### src/rtl/merge_if.sv
// Handshake/config bundle between the run fabric and merge_ctrl.
interface merge_if #(
  parameter int DELAY_W = 32,
  parameter int HOLD_W  = 8,
  parameter int LEN_W   = 16
);
  logic               run;
  logic               stall;
  logic [DELAY_W-1:0] delay0;
  logic [3:0]         nin;
  logic [HOLD_W-1:0]  hold;
  logic [LEN_W-1:0]   length;
  logic [3:0]         sel;
  logic               sel_valid;
  logic               done;

  modport master (output run, stall, delay0, nin, hold, length,
                  input  sel, sel_valid, done);
  modport slave  (input  run, stall, delay0, nin, hold, length,
                  output sel, sel_valid, done);
endinterface

### src/rtl/merge_ctrl.sv
// Bounded round-robin select sequencer for a 16-input merge mux.
// Each unstalled edge in ACTIVE retires the slot just shown and issues the next one.
module merge_ctrl #(
  parameter int DELAY_W = 32,
  parameter int HOLD_W  = 8,
  parameter int LEN_W   = 16
) (
  input  logic    clk,
  input  logic    rst,
  merge_if.slave  bus
);
  typedef enum logic [1:0] {IDLE, DELAY, ACTIVE} state_t;

  typedef struct packed {
    logic [3:0]        nin;
    logic [HOLD_W-1:0] hold;
    logic [LEN_W-1:0]  len;
  } cfg_t;

  state_t             state;
  cfg_t               cfg;
  logic [DELAY_W-1:0] dcnt;
  logic [HOLD_W-1:0]  hcnt;
  logic [LEN_W-1:0]   lcnt;
  logic [3:0]         sel_q;
  logic               valid_q;
  logic               done_q;

  assign bus.sel       = sel_q;
  assign bus.sel_valid = valid_q;
  assign bus.done      = done_q;

  always_ff @(posedge clk or posedge rst) begin
    if (rst) begin
      state   <= IDLE;
      cfg     <= '0;
      dcnt    <= '0;
      hcnt    <= '0;
      lcnt    <= '0;
      sel_q   <= '0;
      valid_q <= 1'b0;
      done_q  <= 1'b1;
    end else if (bus.run) begin
      cfg   <= '{nin: bus.nin, hold: bus.hold, len: bus.length};
      hcnt  <= '0;
      sel_q <= '0;
      dcnt  <= bus.delay0;
      if (bus.delay0 != '0) begin
        state   <= DELAY;
        lcnt    <= '0;
        valid_q <= 1'b0;
        done_q  <= 1'b0;
      end else if (bus.length != '0) begin
        // first slot is issued straight from the run edge
        state   <= ACTIVE;
        lcnt    <= LEN_W'(1);
        valid_q <= 1'b1;
        done_q  <= 1'b0;
      end else begin
        state   <= IDLE;
        lcnt    <= '0;
        valid_q <= 1'b0;
        done_q  <= 1'b1;
      end
    end else if (bus.stall) begin
      valid_q <= 1'b0;
    end else begin
      case (state)
        DELAY: begin
          if (dcnt == DELAY_W'(1)) begin
            dcnt <= '0;
            if (cfg.len == '0) begin
              state   <= IDLE;
              valid_q <= 1'b0;
              done_q  <= 1'b1;
            end else begin
              state   <= ACTIVE;
              lcnt    <= LEN_W'(1);
              valid_q <= 1'b1;
            end
          end else begin
            dcnt <= dcnt - DELAY_W'(1);
          end
        end
        ACTIVE: begin
          // retire the slot just shown; index moves even on the final slot
          if (hcnt == cfg.hold) begin
            hcnt  <= '0;
            sel_q <= (sel_q == cfg.nin) ? 4'd0 : sel_q + 4'd1;
          end else begin
            hcnt <= hcnt + HOLD_W'(1);
          end
          if (lcnt == cfg.len) begin
            state   <= IDLE;
            valid_q <= 1'b0;
            done_q  <= 1'b1;
          end else begin
            lcnt    <= lcnt + LEN_W'(1);
            valid_q <= 1'b1;
          end
        end
        default: valid_q <= 1'b0;
      endcase
    end
  end
endmodule

### src/flat_wrapper.sv
// flat-port wrapper written by rule: the top's interface ports become plain ports
module merge_ctrl_flat 
#(
  parameter int DELAY_W = 32,
  parameter int HOLD_W  = 8,
  parameter int LEN_W   = 16
)
  (clk, rst, bus_run, bus_stall, bus_delay0, bus_nin, bus_hold, bus_length, bus_sel, bus_sel_valid, bus_done);
  merge_if #(.DELAY_W(DELAY_W), .HOLD_W(HOLD_W), .LEN_W(LEN_W)) bus_i ();
  input  logic clk;
  input  logic rst;
  input wire logic [$bits(bus_i.run)-1:0] bus_run;
  input wire logic [$bits(bus_i.stall)-1:0] bus_stall;
  input wire logic [$bits(bus_i.delay0)-1:0] bus_delay0;
  input wire logic [$bits(bus_i.nin)-1:0] bus_nin;
  input wire logic [$bits(bus_i.hold)-1:0] bus_hold;
  input wire logic [$bits(bus_i.length)-1:0] bus_length;
  output wire logic [$bits(bus_i.sel)-1:0] bus_sel;
  output wire logic [$bits(bus_i.sel_valid)-1:0] bus_sel_valid;
  output wire logic [$bits(bus_i.done)-1:0] bus_done;
  assign bus_i.run = bus_run;
  assign bus_i.stall = bus_stall;
  assign bus_i.delay0 = bus_delay0;
  assign bus_i.nin = bus_nin;
  assign bus_i.hold = bus_hold;
  assign bus_i.length = bus_length;
  assign bus_sel = bus_i.sel;
  assign bus_sel_valid = bus_i.sel_valid;
  assign bus_done = bus_i.done;
  merge_ctrl #(.DELAY_W(DELAY_W), .HOLD_W(HOLD_W), .LEN_W(LEN_W)) u_core (.clk(clk), .rst(rst), .bus(bus_i));
endmodule
### config.mk
export PLATFORM = sky130hd
export DESIGN_NAME = merge_ctrl_flat
export DESIGN_NICKNAME = d
export VERILOG_FILES = /design/src/rtl/merge_if.sv /design/src/rtl/merge_ctrl.sv /design/src/flat_wrapper.sv
export SDC_FILE = /design/constraint.sdc
export NUM_CORES = 1
export LEC_CHECK = 0
export ABC_AREA = 1
export ABC_CLOCK_PERIOD_IN_PS = 5350
export BUFFER_PORTS_ARGS = -buffer_cell sky130_fd_sc_hd__buf_2
export CORE_UTILIZATION = 50
export DETAILED_ROUTE_END_ITERATION = 8
export PLACE_DENSITY = 0.67
export REMOVE_ABC_BUFFERS = 1
export SYNTH_ARGS = -nofsm -noshare
export SYNTH_HDL_FRONTEND = slang
export SYNTH_SLANG_ARGS = --single-unit
export TNS_END_PERCENT = 10
### constraint.sdc
create_clock -name clk -period 5.35 [get_ports clk]
set_clock_uncertainty 0.2 [all_clocks]
set_input_delay 1.07 -clock clk [delete_from_list [all_inputs] [get_ports clk]]
set_output_delay 1.07 -clock clk [all_outputs]
set_load 0.02 [all_outputs]
# Yosys cells after proc, flatten, opt, wreduce, memory -nomap -nowiden
# Cells that the tools add are included.
op_classes:
  eq_ne: 13
  n_bitwise: 0
  magnitude_cmp: 0
  n_reduce_logical: 13
  n_addsub: 4
  multipliers: 0
  div_mod_pow: 0
  mux: 45
  shift: 0
ops:
  columns: ["cell", "n"]
  rows:
  - ["$mux 32", 4]
  - ["$mux 16", 6]
  - ["$eq 32x1->1 const B", 1]
  - ["$mux 8", 4]
  - ["$pmux 16 s2", 1]
  - ["$reduce_bool 32->1", 1]
  - ["$sub 32x1->32 const B", 1]
  - ["$mux 4", 5]
  - ["$add 16x1->16 const B", 1]
  - ["$eq 16x16->1", 1]
  - ["$logic_not 16->1", 1]
  - ["$reduce_bool 16->1", 1]
  - ["$mux 1", 15]
  - ["$mux 2", 7]
  - ["$reduce_and 5->1", 2]
  - ["$ne 3x2->1 const B", 3]
  - ["$add 8x1->8 const B", 1]
  - ["$eq 8x8->1", 1]
  - ["$ne 3x3->1 const B", 2]
  - ["$reduce_bool 2->1", 3]
  - ["$add 4x1->4 const B", 1]
  - ["$eq 4x4->1", 1]
  - ["$ne 4x3->1 const B", 1]
  - ["$pmux 1 s2", 2]
  - ["8 further kinds", 9]
word_totals:
  out_inout_bits: 6
  in_bits: 64
  reg_bits: 92
  wordCells: 85
  mem_count: 0
  mem_bits_rw: 0
  mem_bits_ro: 0
  latchBits: 0

# Longest topological paths before layout
# Gate-level depths: netlist of run 1.
logic_depth:
  word_depth: 6
  ltp_mapped: 12
  mapped_depth_nobuf: 12

# Worst setup path before layout of run 1
# OpenSTA, ideal clock, no wires.
synth_path:
  path_type: "input -> register"
  start: "input bus_run"
  end: "register u_core.dcnt[15]"
  setup_ns: 0.139
  slack_ns: 3.034
  n_path_buf: 2
  stages: 6
  arrival_ns: 1.977
  required_time_ns: 5.011
  cell_sequence: "inv_2 -> nand2_1 -> inv_1 -> buf_4 -> clkbuf_1 -> a22oi_1"
synth_between:
  elab_chain_cells: 2
  word_cells_on_any_way: 4
  cone_classes: "1 x eq/ne; 1 x mux; 2 x reduce/logical"
synth_rtl:
  columns: ["element", "line", "text"]
  rows:
  - ["start: declaration", "flat_wrapper.sv:12", "input wire logic [$bits(bus_i.run)-1:0] bus_run;"]
  - ["$ne 2x2->1 (no line) or $reduce_bool 2->1 (tied branches)", null, null]
  - ["$reduce_and 2->1 (no line)", null, null]
  - ["end signal: assignment", "merge_ctrl.sv:47", "dcnt <= bus.delay0;"]
  - ["end signal: assignment", "merge_ctrl.sv:82", "dcnt <= dcnt - DELAY_W'(1);"]
  - ["end: declaration", "merge_ctrl.sv:22", "logic [DELAY_W-1:0] dcnt;"]
# Parallel ways exist; a longest one is shown, timed or not.
# A chain may end at the register's enable or synchronous reset.

# Worst setup path after layout of run 1
layout_path:
  start: "input bus_run"
  end: "register u_core.dcnt[18]"
# Same word-level chain as after synthesis.

==> impl_metrics.json, run 1 <==
{
  "r2r-end": "u_core.dcnt[18]$_DFFE_PP0P_",
  "finalHoldViolations": 0,
  "fin_crit_sh": 0.595,
  "r2r_start": "u_core.state[1]$_DFFE_PP0P_",
  "min_from": "u_core.bus.done$_DFFE_PP1P_",
  "syn_area_mm2": 0.00602,
  "ant_nets": 0,
  "synthArstFlopShare": 1.00,
  "postSynthCellCount": 912,
  "critPathMaxStageDelay_ps": 660,
  "critPathLaunchType": "input pin",
  "cp_cell_sequence": "buf_4, inv_2, nand2_1, buf_4, inv_1, buf_4, a21oi_1, a22oi_1",
  "drive_above_1_share": 0.120,
  "setup_viol": 0,
  "synth_mux_area_frac": 0,
  "fillers": 1153,
  "path_clk_slew_ps": 70,
  "cts_tree": "yes",
  "grt_antenna_before_repair": 0,
  "worstSetupPathType": "input pin to flip-flop",
  "max_slew.worst_pin.slew_ps": 881,
  "pin_count": 70,
  "die_y_um": 112,
  "ys_types": 32,
  "drv_slew": 0,
  "whs_path_depth": 2,
  "synth-seq-cells": 92,
  "postCtsSetupBuffers": 0,
  "portBuffers": 69,
  "dr.pass1.iters": 7,
  "synth-xor-area-share": 0.0291,
  "wl_per_cell_um": 13.0,
  "h-tree-depth": 3,
  "synth_seq_area_share": 0.382,
  "status": "finished with violations",
  "hold-path-endpoint": "u_core.bus.done$_DFFE_PP1P_",
  "routed-via-count": 5710,
  "clk_latency_ps": 350,
  "ff2ff_setup_slack_ps": 2700,
  "hold_buffers": 0,
  "synthFlopType": "dfrtp_1",
  "grt_pass1_vias": 5406,
  "setup.worst_path.end_class": "flip-flop",
  "tns_ps": 0,
  "slowest_stage": "inv_1",
  "rr_worst_depth": 9,
  "drtIter0Drc": 348,
  "fmax_mhz": 314,
  "grt_overflow": 0,
  "core_area_mm2": 0.0116,
  "worstPathRequired_ps": 5410,
  "drt_wl_total_mm": 14.6,
  "drcViolationCount": 3,
  "area_growth_pct": 12.3,
  "gp_congestion": 0.870,
  "hp-class": "flip-flop to flip-flop",
  "cts.sinks": 92,
  "synth_fa_ha_area_frac": 0.0145,
  "cts_buffers": 9,
  "fin_util": 0.585,
  "maxCapViolCount": 0,
  "synth_edf_count": 0,
  "cpMostUsedCell": "buf_4",
  "row_count": 39,
  "fin_crit_ps": 3180,
  "leakage_uw": 0.00337,
  "initial_core_util": 0.521,
  "critPathMaxFanout": 27,
  "violations": "DRC",
  "clock_path_buffers": 2,
  "yosys.area_share.simple": 0.387,
  "synth_compound_gate_area_share": 0.0999,
  "avgSynthCellArea_um2": 6.60,
  "die_w_um": 112,
  "synth_top_family_by_area": "simple AND/OR/NAND/NOR gates",
  "dp.final_hpwl_mm": 10.4,
  "grt_start_max_net_pins": 82,
  "rsz0062_at_grt": "no",
  "synth-warning-count": 0,
  "grt_use_total": 0.251,
  "fin_nets": 1043,
  "cp.arrival_ps": 3250,
  "cts_root_buffer": "clkbuf_16",
  "avgViaCountPerCell": 5.10,
  "num_antenna_cells": 0,
  "max-vdd-ir-drop_v": 0.000163,
  "die_area_mm2": 0.0125,
  "relSlewSlack": 0.412,
  "power.density_mw_per_mm2": 321,
  "cts_resized": 0,
  "grt_pass1_wl_mm": 25.2
}
[per-stage QoR]
step | std cells | setup slack (ps) | hold slack, ps | power (uW) | area [um2]
2_1_floorplan | 887 | 1690 | 261 | 1330 | 5890
3_3_place_gp | 1104 | 1920 | 264 | 1510 | 6460
3_5_place_dp | 1104 | 1820 | 274 | 1520 | 6460
4_1_cts | 1120 | 2180 | 284 | 2190 | 6770
5_1_grt | 1120 | 1990 | 326 | 2310 | 6770
6_report | 1120 | 2170 | 286 | 2170 | 6770
[report_power, final]
group          internal [uW]  switching, uW
combinational            209            373
sequential               807            113
clock                    378            291
total                   1390            777
[synthesized netlist by cell type (13+ instances only)]
library cell	count	share of area
nand2_1	307	0.19
nor3_1	13	0.011
inv_1	102	0.064
xor2_1	14	0.020
o21ai_0	41	0.034
dfrtp_1	91	0.38
nand4_1	16	0.017
nor2_1	131	0.082
nor2_2	13	0.014
a22oi_1	20	0.025
a21oi_1	37	0.031
nand3_1	61	0.051
[critical path: cells and delay by family]
kind / cells / cell delay [ps]
AOI/OAI and AO/OA: 2 / 270
and+or+nand+nor: 1 / 90
buffers and inverters: 5 / 1790
[cell usage in the layout, fill, tap and decap left out, types with 2 or more instances in the layout]
master     count
clkbuf_16      9
o21ai_0       41
nor2_4         3
dfrtp_1       91
nor2_2        13
nand2_2        3
xor2_1        14
nand2_1      307
nor2_1       131
inv_1        101
ha_1           7
nand3_1       61
a21oi_1       37
nand4_1       16
clkinv_4       2
a22oi_1       20
buf_2         68
o211ai_1       3
nor3_1        13
nor4_1         8
buf_4          6
xnor2_1        6
inv_2          3
[per-layer routing]
metal  routed length (um)  vias up  GRT usage  share of wire
met5                    0        -          0              0
met4                  256        0     0.0973          0.018
met3                  641       14     0.0283          0.044
met2                 6750      137      0.419           0.46
met1                 6970     2548      0.336           0.48
li1                     -     3011          -              -
[layout make-up]
class	instances	area (um2)	area share
clock buffers	11	243	0.0359
well taps	143	179	0.0264
multi-input cells	690	3200	0.473
inverters	105	397	0.0586
clock inverters	5	61.3	0.00906
repair buffers	74	385	0.0570
flip-flops and latches	92	2300	0.340
[cell families (layout without fill, tap and decap cells)]
group / Yosys count / after routing
and+or+nand+nor: 558 / 558
buffers and inverters: 130 / 195
xor gates and xnor gates: 20 / 20
DFF: 92 / 92
adders and majority gates: 7 / 7
AOI/OAI and AO/OA: 105 / 105
[registers in the layout (all words and copies together) (netlist names)]
name	cells
u_core.dcnt	32
u_core.cfg	28
u_core.lcnt	16
u_core.hcnt	8
u_core.bus.sel	4
u_core.state	2
u_core.bus.done	1
u_core.bus.sel_valid	1
[worst max-delay path by stage]
stage	from	cells past startpoint	slack [ps]	end
6_report	bus_run	8	2170	u_core.dcnt[18]$_DFFE_PP0P_
5_1_grt	bus_run	8	1990	u_core.dcnt[18]$_DFFE_PP0P_
4_1_cts	bus_run	8	2180	u_core.dcnt[18]$_DFFE_PP0P_
3_5_place_dp	bus_run	8	1820	u_core.dcnt[18]$_DFFE_PP0P_
3_3_place_gp	bus_run	8	1920	u_core.dcnt[29]$_DFFE_PP0P_
2_1_floorplan	rst	1	1690	u_core.bus.sel[0]$_DFFE_PP0P_
No activity file was read; power rests on OpenSTA's default activity.
==> inputs of run 2 (changes only) <==
- ABC_CLOCK_PERIOD_IN_PS: 5350 -> 2600
- PLACE_DENSITY: 0.67 -> 0.7
- clock period: 5.35 -> 2.6 ns (I/O delays scaled with it)
==> impl_metrics.json, run 2 (synthesis gave the netlist of run 1 again) <==
{
  "cts_buffers": 9,
  "grt_antenna_before_repair": 0,
  "initial_core_util": 0.521,
  "cp-endpoint": "u_core.dcnt[28]$_DFFE_PP0P_",
  "critPathMaxFanout": 4,
  "ff2ff_setup_slack_ps": 340,
  "pin_count": 70,
  "worstSetupPathType": "flip-flop to flip-flop",
  "grt_start_max_net_pins": 105,
  "dp.final_hpwl_mm": 10.7,
  "leakage_uw": 0.00346,
  "dr.pass1.iters": 7,
  "p_switching_uw": 1590,
  "row_count": 39,
  "finish.instance_area_mm2": 0.00693,
  "largest_reg_flops": 32,
  "top_register": "u_core.dcnt",
  "fillers": 1175,
  "setup.worst_path.end_class": "flip-flop",
  "power.density_mw_per_mm2": 664,
  "violations": "DRC",
  "startpoint": "u_core.dcnt[0]$_DFFE_PP0P_",
  "wl_per_cell_um": 13.3,
  "relSlewSlack": 0.608,
  "rr_worst_depth": 11,
  "h-tree-depth": 3,
  "cp.arrival_ps": 2320,
  "avgViaCountPerCell": 5.17,
  "maxCapViolCount": 0,
  "finalHoldViolations": 0,
  "postCtsSetupBuffers": 0,
  "area_growth_pct": 15.0,
  "drcViolationCount": 2,
  "path_clk_slew_ps": 60,
  "clkPwrFrac": 0.310,
  "cts_root_buffer": "clkbuf_16",
  "max_slew.worst_pin.slew_ps": 587,
  "portBuffers": 69,
  "grt_pass1_vias": 5568,
  "gp_congestion": 0.868,
  "cts_resized": 0,
  "drtIter0Drc": 437,
  "r2r_start": "u_core.dcnt[0]$_DFFE_PP0P_",
  "hp-class": "input pin to asynchronous set/reset pin",
  "drive_above_1_share": 0.131,
  "num_antenna_cells": 0,
  "hold_buffers": 0,
  "pwr-share-seq": 0.408,
  "clk_latency_ps": 350,
  "fin_crit_ps": 2260,
  "drt_wl_total_mm": 15.0,
  "cts_tree": "yes",
  "grt_use_total": 0.259,
  "r2r-end": "u_core.dcnt[28]$_DFFE_PP0P_",
  "die_area_mm2": 0.0125,
  "fin_nets": 1057,
  "routed-via-count": 5858,
  "fmax_mhz": 443,
  "grt_overflow": 0,
  "max-vdd-ir-drop_v": 0.000347,
  "pwr-share-comb": 0.282,
  "fin_crit_sh": 0.868,
  "setup_viol": 0,
  "critPathLaunchType": "flip-flop",
  "status": "finished with violations",
  "swShare": 0.345,
  "final_common_cell": "nand2_1",
  "die_y_um": 112,
  "grt_pass1_wl_mm": 26.2,
  "ant_nets": 0,
  "cts.sinks": 92,
  "worstPathRequired_ps": 2670,
  "layout_common_cells": "nand2_1 (307), nor2_1 (131), inv_1 (101)",
  "clock_path_buffers": 2,
  "reg_top3": "u_core.dcnt x32, u_core.cfg x28, u_core.lcnt x16",
  "rsz0062_at_grt": "no",
  "place_area_mm2": 0.00660,
  "power.total_uw": 4600,
  "drv_slew": 0,
  "die_w_um": 112,
  "power.internal_uw": 3020,
  "core_area_mm2": 0.0116
}
## run 2: changes by cell type in the layout (fill, tap and decap cells not counted), sizes merged
cell      previous run  this run
bufinv               1         2
inv                106       104
buf                 74        88
clkinvlp             0         1
clkinv               3         2
clkbuf              11        12
## run 2: final cells by class
cell class | count | area [um2] | share of cell area
Multi-Input combinational cell | 690 | 3200 | 0.462
Sequential cell | 92 | 2300 | 0.333
Timing Repair Buffer | 88 | 528 | 0.0762
Tap cell | 143 | 179 | 0.0258
Clock inverter | 4 | 72.6 | 0.0105
Inverter | 105 | 395 | 0.0571
Clock buffer | 12 | 246 | 0.0356
## run 2: worst min path at each step
| stage | start | slack (ps) | endpoint | depth (start not counted) |
|---|---|---|---|---|
| finish | rst | 0.1 | u_core.cfg[27]$_DFFE_PP0P_ | 2 |
| global route | rst | 40 | u_core.cfg[27]$_DFFE_PP0P_ | 2 |
| CTS | rst | 20 | u_core.cfg[27]$_DFFE_PP0P_ | 2 |
| detailed placement | u_core.bus.done$_DFFE_PP1P_ | 260 | u_core.bus.done$_DFFE_PP1P_ | 2 |
| global placement | u_core.bus.done$_DFFE_PP1P_ | 260 | u_core.bus.done$_DFFE_PP1P_ | 2 |
| floorplan | u_core.cfg[20]$_DFFE_PP0P_ | 260 | u_core.cfg[20]$_DFFE_PP0P_ | 2 |
## run 2: power by group through the flow
stage / sequential [uW] / combinational [uW] / clock, uW
after floorplan: 1890 / 849 / 0
after global placement: 1890 / 1290 / 0
after detailed placement: 1900 / 1290 / 0
after CTS: 1880 / 1300 / 1460
after global routing: 1910 / 1490 / 1490
final: 1880 / 1300 / 1430
## run 2: metal layers
metal | global-route usage | vias up | wire [um]
li1 | - | 3049 | -
met1 | 0.345 | 2656 | 7080
met5 | 0 | - | 0
met3 | 0.0256 | 21 | 518
met2 | 0.429 | 132 | 7100
met4 | 0.114 | 0 | 348
## run 2: through the flow
| step | cells | setup WS (ps) | hold WS (ps) | TNS [ps] | util |
|---|---|---|---|---|---|
| 3_5_place_dp | 1118 | 107 | 261 | 0 | 0.571 |
| 6_report | 1134 | 343 | 0.113 | 0 | 0.599 |
| 5_1_grt | 1134 | 126 | 39.9 | 0 | 0.599 |
| 3_3_place_gp | 1118 | 114 | 264 | 0 | 0.571 |
| 2_1_floorplan | 887 | -510 | 261 | -46440 | - |
| 4_1_cts | 1134 | 101 | 15.1 | 0 | 0.599 |
## run 2: critical path, cell delays in order (launching register included)
cell	delay [ps]
dfrtp_1	380
buf_4	130
inv_1	90
ha_1	230
nand2_1	140
nor2_2	210
nand2_1	100
nor2_1	310
nand2_1	90
nand2_1	70
nand3_1	70
a22oi_1	160
